### config.mk
export PLATFORM = sky130hd
export DESIGN_NAME = pdp1_cpu_alu_mul
export DESIGN_NICKNAME = d
export VERILOG_FILES = /design/src/rtl/pdp1_cpu_alu_mul.sv
export SDC_FILE = /design/constraint.sdc
export NUM_CORES = 1
export LEC_CHECK = 0
export ABC_AREA = 1
export ABC_CLOCK_PERIOD_IN_PS = 6800
export BUFFER_PORTS_ARGS = -buffer_cell sky130_fd_sc_hd__buf_2
export CAP_MARGIN = 10
export CORE_MARGIN = 4
export CORE_UTILIZATION = 62
export DETAILED_ROUTE_END_ITERATION = 16
export MAX_ROUTING_LAYER = met4
export PLACE_DENSITY_LB_ADDON = 0.3
export SETUP_SLACK_MARGIN = 0.1
export SLEW_MARGIN = 20
export SYNTH_ARGS = -nofsm -noshare
export SYNTH_HDL_FRONTEND = slang
export SYNTH_SLANG_ARGS = --single-unit
export TNS_END_PERCENT = 30
### constraint.sdc
create_clock -name in_clock -period 6.8 [get_ports in_clock]
set_clock_uncertainty 0.1 [all_clocks]
set_input_delay 0.68 -clock in_clock [delete_from_list [all_inputs] [get_ports in_clock]]
set_output_delay 0.68 -clock in_clock [all_outputs]
set_load 0.005 [all_outputs]
### src/rtl/pdp1_cpu_alu_mul.sv
`default_nettype none
// pdp1_cpu_alu_mul: 17x17 unsigned shift-add multiplier for the PDP-1 MUL magnitude path.
// Revision: 1.0
module pdp1_cpu_alu_mul (
  input  logic        in_clock,
  input  logic        in_reset,
  input  logic        in_start,
  input  logic [16:0] in_mcand,
  input  logic [16:0] in_mplier,
  output logic        out_busy,
  output logic        out_done,
  output logic [33:0] out_product
);

  typedef enum logic [1:0] {
    ST_IDLE = 2'd0,
    ST_RUN  = 2'd1,
    ST_DONE = 2'd2
  } state_t;

  state_t      state_q, state_d;
  logic [4:0]  count_q, count_d;
  logic [16:0] mcand_q, mcand_d;
  logic [33:0] acc_q, acc_d;
  logic [33:0] product_q, product_d;
  logic [17:0] w_sum;
  logic [33:0] w_step;

  // acc holds {partial product, unretired multiplier bits}; one bit retires per step.
  always_comb begin
    w_sum  = {1'b0, acc_q[33:17]} + (acc_q[0] ? {1'b0, mcand_q} : 18'd0);
    w_step = {w_sum, acc_q[16:1]};
  end

  always_comb begin
    state_d   = state_q;
    count_d   = count_q;
    mcand_d   = mcand_q;
    acc_d     = acc_q;
    product_d = product_q;
    case (state_q)
      ST_IDLE: begin
        if (in_start) begin
          mcand_d = in_mcand;
          acc_d   = {17'd0, in_mplier};
          count_d = 5'd0;
          state_d = ST_RUN;
        end
      end
      ST_RUN: begin
        acc_d   = w_step;
        count_d = count_q + 5'd1;
        if (count_q == 5'd16) begin
          product_d = w_step;
          state_d   = ST_DONE;
        end
      end
      ST_DONE: state_d = ST_IDLE;
      default: state_d = ST_IDLE;
    endcase
  end

  always_ff @(posedge in_clock or posedge in_reset) begin
    if (in_reset) begin
      state_q   <= ST_IDLE;
      count_q   <= 5'd0;
      mcand_q   <= 17'd0;
      acc_q     <= 34'd0;
      product_q <= 34'd0;
    end else begin
      state_q   <= state_d;
      count_q   <= count_d;
      mcand_q   <= mcand_d;
      acc_q     <= acc_d;
      product_q <= product_d;
    end
  end

  assign out_busy    = (state_q == ST_RUN);
  assign out_done    = (state_q == ST_DONE);
  assign out_product = product_q;

endmodule
`default_nettype wire

==> metrics.txt <==
kind of critical path=register to register; Post-synth EDFFs=0; Final Setup Violations=0; GPL Wtd Cong=around 1.0; period utilization=between 30% and 40%; top-count cell post-synth=nand2_1; Initial Util=around 64%; Max Freq=0.386 GHz; post-route ant nets=0; XOR/XNOR share of the synthesized area=0.530%; Post-DP HPWL=between 7000 and 8000 microns; Routed WL=11000 microns; status=completed; CTS H-tree depth=3; CTS buffer count=9; post-cts sizing count=0; initial antenna violation count=0; RSZ-0062 raised after global routing=false; Worst Hold Class=input pin to async pin; global route overflow=0; PnR Total Power=2.74 mW; Layout Nets=between 700 and 800; Layout area overhead=11.3%; TritonCTS clock tree=done; Core ar.=between 7000 and 8000 sq um; Synth top area share=between 40 and 50%; final worst slack=~4.2 ns; gr busiest metal=met2; Pwr per Cell Area=496 nW/um^2; clock latency at the later pin of the worst-skew pair=roughly 0.38 ns; post-synthesis compound-gate area fraction=a little under a tenth; crit path launch=acc_q[0]; DR pass1 iterations=5; Most used DFF post-synth=dfrtp_1; average cell area after synthesis=around 8.3 sq um; Synthesized Nets=654; met1 Use GR=about a third; # DRC=0; Vias/cell=roughly 5.2; GRT Total Usage=25.1%; CTS root buf=clkbuf_8; CTS Buffer Depth=2; ys async rst share=100%; total negative slack=0 ns; die area=about 9500 sq um; Vias=4023; clock sink count=slightly above 90; initial drt markers=just under 200; Syn. warnings=0; Final Hold Slack=between 0.2 and 0.3 ns; worst-margin pin slew=0.702 ns; number of setup buffers added after CTS=0; post-synthesis cell count=597; VDD IR max=between 0.2 and 0.25 mV; final hold violation count=0; WL per Instance=approximately 14 microns; Synth Area in Adders=5.20%; post-synthesis simple-gate area fraction=about a quarter; arrival time at the worst endpoint=about 2.8 ns; synth cell count leaders=206 x nand2_1, 92 x dfrtp_1, 87 x inv_1; dpl ws=about 4.2 ns; share of layout cells above drive strength 1=19.8%; crit start category=register; largest family of logic cells by synthesized area=simple AND/OR/NAND/NOR gates; CP Max Fanout=18; maxcap violations=0; grt met3 use=4.81%; row count=32; top cells by area, synth=dfrtp_1 46%, nand2_1 16%, inv_1 6.6%; relative slew slack=around 53%; Period minus WS final=about 2.6 ns; Cell variety after synth=32; Fill cells=620; FF+latch count, synth=92; vias in the first global route=~3900; IO buf count=between 70 and 80; cell accounting for the most synthesized area=dfrtp_1; mux contribution to synthesized area=5.32%; met2 Usage GRT=40.5%; CTS Hold Bufs=0; Max Slew Vio Count=0; Pleak=between 3 and 4 nW; Die Width=97.5 microns; first-pass GRT wire length=roughly 19000 microns; Worst Path Required=approximately 7.0 ns; Seq/Total Area, Yosys=a little under half; clk slew on worst S/H paths=0.10 ns; Cell Area, Synth=~5000 sq um; Critical Path Sink Type=register; Inserted Diodes=0; DIE HEIGHT=97.5 microns; # IOs=73; reg2reg path depth=15; r2r startpoint=acc_q[0]; largest net degree at the start of global routing=54
stage by stage:
step | cell area, sq um | util, % | instances
after floorplan | 4960 | - | 597
after global placement | 5320 | 68.5 | 754
after detailed placement | 5320 | 68.5 | 754
after CTS | 5520 | 71.1 | 770
after global routing | 5520 | 71.1 | 770
final | 5520 | 71.1 | 770
sequential cells by signal, summed over array words and instances (netlist names):
register     count
acc_q           34
out_product     34
mcand_q         17
count_q          5
state_q          2
area by class of cell:
class                   count  area, sq um  area share (%)
multi-input cells         396         2170            39.3
repair buffers             74          375            6.80
clock buffers               9          124            2.24
flip-flops and latches     92         2300            41.7
well taps                 102          128            2.31
inverters                  90          344            6.23
clock inverters             7         78.8            1.43
critical path, stage by stage, from the launching register on:
cell,delay [ns]
dfrtp_1,0.73
nand2_1,0.12
inv_1,0.08
ha_1,0.16
inv_1,0.06
fa_1,0.39
inv_1,0.07
nand2_1,0.04
nand2_1,0.09
nand3_1,0.08
nand2_1,0.18
nand2_1,0.10
nand2_1,0.07
nand2_1,0.07
nand3_1,0.09
nand2_1,0.06
cells by family after synthesis:
family	count (synthesis)
adder cells (fa/ha/maj)	20
XOR/XNOR	3
buffers and inverters	109
multiplexers	19
AND/OR/NAND/NOR	280
flip-flops	92
AO/OA/AOI/OAI	74
per-layer routing:
layer  wire, microns  up-vias  part of all wire, %
met4             121        0                  1.1
li1                -     2011                    -
met5               0        -                    0
met1            5050     1894                   46
met2            5360      103                   49
met3             486       15                  4.4
placed cells by master, fill, tap and decap left out, types with 3 or more instances in the layout:
cell type and instances:
clkbuf_8 9, ha_1 19, o21ai_0 26, inv_6 3
mux2_2 3, o221ai_1 3, nand2_1 206, buf_2 72
or2_1 6, dfrtp_1 92, mux2_4 14, nor3_1 5
inv_1 86, a21oi_1 17, nand3_1 36, o21ai_2 16
o21ai_1 4, nor2_1 20, xor2_1 3, o22ai_1 7
report_power, final:
group	switching (mW)	total (mW)	internal (mW)
logic	0.864	1.41	0.550
clock network	0.225	0.371	0.146
registers	0.153	0.953	0.801
final timing paths:
kind / slack, ns / end
worst max-delay path: 4.21 / out_product[28]
worst min-delay path: 0.28 / out_product[6]
worst max register to register: 4.21 / out_product[28]
worst min register to register: 0.38 / out_product[22]
max in group asynchronous: 5.20 / out_product[22]
min in group in_clock: 0.38 / out_product[22]
No activity file was read; power rests on OpenSTA's default activity.
